===== src/rtl/alu_pkg.sv =====
// rtl/alu_pkg.sv - opcode and FSM state types shared by the ALU pipeline
package alu_pkg;

  typedef enum logic [3:0] {
    OP_NOP      = 4'h0,
    OP_ADD      = 4'h1,
    OP_SUB      = 4'h2,
    OP_INC      = 4'h3,
    OP_DEC      = 4'h4,
    OP_OR       = 4'h5,
    OP_AND      = 4'h6,
    OP_XOR      = 4'h7,
    OP_SHR      = 4'h8,
    OP_SHL      = 4'h9,
    OP_ONESCOMP = 4'hA,
    OP_TWOSCOMP = 4'hB,
    OP_ADC      = 4'hC,
    OP_SBB      = 4'hD,
    OP_SHRN     = 4'hE,
    OP_SHLN     = 4'hF
  } opcode_t;

  typedef enum logic {
    ST_IDLE  = 1'b0,
    ST_SHIFT = 1'b1
  } state_t;

  function automatic logic is_shift_n(input opcode_t op);
    return (op == OP_SHRN) || (op == OP_SHLN);
  endfunction

endpackage


===== src/rtl/alu_core.sv =====
// rtl/alu_core.sv - combinational ALU datapath: result, carry/borrow and signed overflow
module alu_core
  import alu_pkg::*;
#(
  parameter int WIDTH = 8
) (
  input  logic [WIDTH-1:0] a,
  input  logic [WIDTH-1:0] b,
  input  opcode_t          op,
  input  logic             carry_in,
  output logic [WIDTH-1:0] result,
  output logic             carry,
  output logic             ovf
);

  localparam logic [WIDTH:0] ONE = {{WIDTH{1'b0}}, 1'b1};

  logic [WIDTH:0] wide;
  logic [WIDTH:0] cin_w;

  assign cin_w = {{WIDTH{1'b0}}, carry_in};

  always_comb begin
    wide   = '0;
    result = '0;
    carry  = 1'b0;
    ovf    = 1'b0;
    case (op)
      OP_ADD: begin
        wide   = {1'b0, a} + {1'b0, b};
        result = wide[WIDTH-1:0];
        carry  = wide[WIDTH];
        ovf    = (a[WIDTH-1] == b[WIDTH-1]) && (result[WIDTH-1] != a[WIDTH-1]);
      end
      OP_ADC: begin
        wide   = {1'b0, a} + {1'b0, b} + cin_w;
        result = wide[WIDTH-1:0];
        carry  = wide[WIDTH];
        ovf    = (a[WIDTH-1] == b[WIDTH-1]) && (result[WIDTH-1] != a[WIDTH-1]);
      end
      // Bit WIDTH of the wide difference is the borrow.
      OP_SUB: begin
        wide   = {1'b0, a} - {1'b0, b};
        result = wide[WIDTH-1:0];
        carry  = wide[WIDTH];
        ovf    = (a[WIDTH-1] != b[WIDTH-1]) && (result[WIDTH-1] != a[WIDTH-1]);
      end
      OP_SBB: begin
        wide   = {1'b0, a} - {1'b0, b} - cin_w;
        result = wide[WIDTH-1:0];
        carry  = wide[WIDTH];
        ovf    = (a[WIDTH-1] != b[WIDTH-1]) && (result[WIDTH-1] != a[WIDTH-1]);
      end
      OP_INC: begin
        wide   = {1'b0, a} + ONE;
        result = wide[WIDTH-1:0];
        carry  = wide[WIDTH];
        ovf    = !a[WIDTH-1] && result[WIDTH-1];
      end
      OP_DEC: begin
        wide   = {1'b0, a} - ONE;
        result = wide[WIDTH-1:0];
        carry  = wide[WIDTH];
        ovf    = a[WIDTH-1] && !result[WIDTH-1];
      end
      OP_OR:       result = a | b;
      OP_AND:      result = a & b;
      OP_XOR:      result = a ^ b;
      OP_SHR:      result = {1'b0, a[WIDTH-1:1]};
      OP_SHL: begin
        result = {a[WIDTH-2:0], 1'b0};
        carry  = a[WIDTH-1];
      end
      OP_ONESCOMP: result = ~a;
      OP_TWOSCOMP: begin
        wide   = {1'b0, ~a} + ONE;
        result = wide[WIDTH-1:0];
        carry  = wide[WIDTH];
      end
      // Multi-bit shifts are sequenced by the pipeline; only a zero amount reaches here.
      OP_SHRN, OP_SHLN: result = a;
      default: result = '0;
    endcase
  end

endmodule


===== src/rtl/alu_pipe.sv =====
// rtl/alu_pipe.sv - handshaked ALU with registered result/flags and a bit-serial N-bit shifter
module alu_pipe
  import alu_pkg::*;
#(
  parameter int WIDTH = 8,
  parameter int SHW   = $clog2(WIDTH)
) (
  input  logic             clk,
  input  logic             rst,
  input  logic             in_valid,
  output logic             in_ready,
  input  logic [WIDTH-1:0] in_a,
  input  logic [WIDTH-1:0] in_b,
  input  logic [3:0]       opcode,
  output logic             out_valid,
  input  logic             out_ready,
  output logic [WIDTH-1:0] alu_out,
  output logic             alu_zero,
  output logic             alu_carry,
  output logic             alu_neg,
  output logic             alu_ovf
);

  localparam logic [SHW-1:0] CNT_ONE = {{(SHW-1){1'b0}}, 1'b1};

  state_t           state;
  state_t           next_state;
  opcode_t          op;
  logic [SHW-1:0]   amt;
  logic [SHW-1:0]   cnt;
  logic [WIDTH-1:0] sh_data;
  logic             sh_left;
  logic             sh_last;
  logic             c_reg;
  logic             free;
  logic             load_core;
  logic             start_shift;
  logic             load_shift;
  logic [WIDTH-1:0] core_result;
  logic             core_carry;
  logic             core_ovf;
  logic [WIDTH-1:0] ld_val;
  logic             ld_carry;
  logic             ld_ovf;

  assign op   = opcode_t'(opcode);
  assign amt  = in_b[SHW-1:0];
  assign free = !out_valid || out_ready;

  alu_core #(.WIDTH(WIDTH)) u_core (
    .a        (in_a),
    .b        (in_b),
    .op       (op),
    .carry_in (c_reg),
    .result   (core_result),
    .carry    (core_carry),
    .ovf      (core_ovf)
  );

  always_ff @(posedge clk or posedge rst) begin
    if (rst) begin
      state <= ST_IDLE;
    end else begin
      state <= next_state;
    end
  end

  always_comb begin
    next_state  = state;
    in_ready    = 1'b0;
    load_core   = 1'b0;
    start_shift = 1'b0;
    load_shift  = 1'b0;
    case (state)
      ST_IDLE: begin
        in_ready = free && !rst;
        if (in_valid && free && !rst) begin
          if (is_shift_n(op) && (amt != '0)) begin
            start_shift = 1'b1;
            next_state  = ST_SHIFT;
          end else begin
            load_core = 1'b1;
          end
        end
      end
      // Finished shifts wait here until the previous result has been taken.
      ST_SHIFT: begin
        if ((cnt == '0) && free) begin
          load_shift = 1'b1;
          next_state = ST_IDLE;
        end
      end
      default: next_state = ST_IDLE;
    endcase
  end

  assign ld_val   = load_shift ? sh_data : core_result;
  assign ld_carry = load_shift ? sh_last : core_carry;
  assign ld_ovf   = load_shift ? 1'b0    : core_ovf;

  always_ff @(posedge clk or posedge rst) begin
    if (rst) begin
      out_valid <= 1'b0;
      alu_out   <= '0;
      alu_zero  <= 1'b0;
      alu_carry <= 1'b0;
      alu_neg   <= 1'b0;
      alu_ovf   <= 1'b0;
      c_reg     <= 1'b0;
    end else if (load_core || load_shift) begin
      out_valid <= 1'b1;
      alu_out   <= ld_val;
      alu_zero  <= (ld_val == '0);
      alu_carry <= ld_carry;
      alu_neg   <= ld_val[WIDTH-1];
      alu_ovf   <= ld_ovf;
      c_reg     <= ld_carry;
    end else if (out_valid && out_ready) begin
      out_valid <= 1'b0;
    end
  end

  always_ff @(posedge clk or posedge rst) begin
    if (rst) begin
      cnt     <= '0;
      sh_data <= '0;
      sh_left <= 1'b0;
      sh_last <= 1'b0;
    end else if (start_shift) begin
      cnt     <= amt;
      sh_data <= in_a;
      sh_left <= (op == OP_SHLN);
      sh_last <= 1'b0;
    end else if ((state == ST_SHIFT) && (cnt != '0)) begin
      cnt <= cnt - CNT_ONE;
      if (sh_left) begin
        sh_data <= {sh_data[WIDTH-2:0], 1'b0};
        sh_last <= sh_data[WIDTH-1];
      end else begin
        sh_data <= {1'b0, sh_data[WIDTH-1:1]};
        sh_last <= sh_data[0];
      end
    end
  end

endmodule


===== config.mk =====
export PLATFORM = sky130hd
export DESIGN_NAME = alu_pipe
export DESIGN_NICKNAME = d
export VERILOG_FILES = /design/src/rtl/alu_pkg.sv /design/src/rtl/alu_core.sv /design/src/rtl/alu_pipe.sv
export SDC_FILE = /design/constraint.sdc
export NUM_CORES = 1
export LEC_CHECK = 0
export BUFFER_PORTS_ARGS = -buffer_cell sky130_fd_sc_hd__buf_2
export CORE_UTILIZATION = 40
export CTS_BUF_LIST = sky130_fd_sc_hd__clkbuf_16
export CTS_CLUSTER_DIAMETER = 120
export DETAILED_ROUTE_END_ITERATION = 10
export PLACE_DENSITY = 0.71
export SETUP_SLACK_MARGIN = 0.15
export SKIP_CTS_REPAIR_TIMING = 1
export SYNTH_ARGS = -nofsm -noshare
export SYNTH_HDL_FRONTEND = slang
export SYNTH_HIERARCHICAL = 1
export SYNTH_SLANG_ARGS = --single-unit

===== constraint.sdc =====
create_clock -name clk -period 2.2 [get_ports clk]
set_input_delay 0.33 -clock clk [delete_from_list [all_inputs] [get_ports clk]]
set_output_delay 0.33 -clock clk [all_outputs]
set_load 0.02 [all_outputs]

==> run summary <==
WL final: 16900 µm
first-pass GRT wire length: 25000 µm
vias per cell: 5.92
Total Die Area: 0.0109 mm²
flop2flop setup slack: -0.63 ns
total CTS buffers: 3
RSZ-0062 raised after global routing: true
reg2reg start: c_reg$_DFFE_PP0P_
total grt overflow: 0
H-tree Lvls: 1
RePlAce Congestion: 0.983
cell taking the most area after synthesis: dfrtp_1
actual slew at the worst max-slew pin: 0.723 ns
Routed Antenna Nets: 0
Synth area leaders: dfrtp_1 15%, ha_1 10%, xnor2_1 4.8%, a21oi_1 4.5%, nand2_1 4.0%
top_reg_cell synth: dfrtp_1
CTS Buffer Depth: 2
top post-synthesis cells by count: 45 x nand2_1, 43 x nor2_1, 38 x a21oi_1, 38 x inv_1, 34 x ha_1
final setup vio count: 11
Area Growth Syn to Fin: 56.8%
DR WL/cell: 19.0 µm
initial antenna violation count: 0
worst-path fanout max: 6
dpl hpwl: 13100 µm
row count: 37
max-slew violation count: 0
Post-synth EDFFs: 0
pin count of the biggest net entering global routing: 20
HP Class: in -> async
total global-route track usage: 28.9%
CP required: 2.39 ns
clock sink count: 26
Worst Setup End Kind: flip-flop
critical path type: in -> reg
Max transition margin: 51.4%
Setup crit start: in_a[0]
Synth Instances: 558
Power Density: 606 mW/mm²
# diodes: 0
clock-pin slew on the worst setup and hold paths: 0.06 ns
top-area cell type share of the netlist area: 15.4%
Nets: 815
CTS Root Cell: clkbuf_16
vias: 5260
CP Launch Type: input pin
router iterations before antenna repair: 7
Starting DRT DRC Count: 494
max cap viols: 0
top-count cell post-synth: nand2_1
Worst Skew: 0.00377 ns
status: finished, violations left
fmax: 0.324 GHz
Final period util: 140%
worst skew pair latency: 0.26 ns
Core Area: 0.0103 mm²
worst setup margin: -0.885 ns
number of port buffers: 37
min cycle time layout: 3.08 ns
crit path DAT: 3.27 ns
vias in the first global route: 4800
Starting Density: 41.0%
Lkg Pwr: 2.95 nW
VDD IR max: 0.694 mV
count of final hold-check violations: 0
post-route cell area: 0.00661 mm²
Mapped Nets: 618
sequential area share after synthesis: 15.4%
failing checks: setup timing
total power: 0.00400 W
Final Core Density: 64.3%
YS warnings: 6
DIE WIDTH: 105 µm
mapped cell area: 0.00421 mm²
Distinct cells, synth: 81
I/O Pins: 38
Top Registers: alu_out: 8 flops, sh_data: 8 flops, cnt: 3 flops
fin cells: 889
Remaining DRCs: 0
final hold slack: 0.0434 ns
dpl cell area: 0.00593 mm²
Mapped Avg Cell Area: 7.55 µm²
layout cell share with drive strength beyond 1: 46.5%
ys async rst share: 100%
Filler Cells Inserted: 870
flops & latches, synth: 26
Cell Count Post-Placement: 868
die span in y: 105 µm
CTS tree: done
==> logic make-up (layout without fill, tap and decap cells) <==
group	after synthesis	count (layout)	share of synthesized area (%)
compound gates	157	157	26.5
xor+xnor	31	31	6.63
fa+ha+maj	36	36	11.1
buf+inv	75	270	7.37
flops	26	26	15.4
mux	31	31	7.93
simple gates	202	202	25.1
==> worst max-delay path, stage by stage <==
cell      delay, ns
buf_12         0.11
clkinv_8       0.05
ha_4           0.16
inv_2          0.05
fa_2           0.29
nand2b_4       0.09
a2111o_1       0.37
o211ai_2       0.11
nand2_4        0.07
or3_1          0.38
xor2_1         0.23
o221ai_2       0.15
or4_4          0.57
nor2_4         0.09
mux2i_1        0.08
o21ai_1        0.12
==> final timing paths <==
path                       cells after the start                      to
max                                           16    alu_zero$_DFFE_PP0P_
min                                            2      cnt[2]$_DFFE_PP0P_
max reg2reg                                   12    alu_zero$_DFFE_PP0P_
min reg2reg                                    1  alu_out[6]$_DFFE_PP0P_
max in group asynchronous                      3  sh_data[7]$_DFFE_PP0P_
min in group clk                               3   out_valid$_DFFE_PP0P_
==> layer usage <==
metal,part of all wire [%],global-route usage [%]
met3,7.5,2.87
met1,44,42.4
met2,46,45.2
met5,0,0
met4,2.1,7.04
==> per-stage QoR <==
stage / setup TNS, ns / setup slack (ns)
CTS: -7.80 / -1.05
global placement: -10.29 / -1.24
finish: -6.74 / -0.885
global route: -7.69 / -0.959
floorplan: -5.35 / -0.931
detailed placement: -10.57 / -1.28
==> cell type report <==
cell class,instances,area [µm²],area share (%)
Multi-Input combinational cell,457,3830,57.9
Timing Repair Buffer,227,1710,25.9
Sequential cell,26,651,9.85
Inverter,40,173,2.61
Tap cell,136,170,2.58
Clock buffer,3,75.1,1.14
==> cell usage in the layout, fill, tap and decap left out, drive strengths merged, types with 4 or more instances in the layout <==
master / n
o211ai: 7
and3: 9
xnor2: 23
inv: 38
a2111oi: 5
o2111ai: 5
ha: 34
mux2: 19
buf: 225
xor2: 8
a211oi: 12
o21ai: 31
clkbuf: 5
a22oi: 6
nor2: 44
a21o: 5
o221ai: 4
nand3: 26
nand2: 47
nand4: 4
a21oi: 38
nor3b: 5
or4: 5
or3: 8
nand2b: 8
o32ai: 4
o22ai: 7
a221oi: 5
nor2b: 10
mux2i: 12
nor3: 21
dfrtp: 26
a31oi: 5
==> power breakdown <==
part           switching (W)  internal [W]  leakage (nW)  total, W
logic                0.00136       0.00129          2.60   0.00265
clock network       0.000153      0.000241        0.0370  0.000393
registers           0.000249      0.000707         0.313  0.000956
total                0.00176       0.00224          2.95   0.00400
No activity file was read; power rests on OpenSTA's default activity.
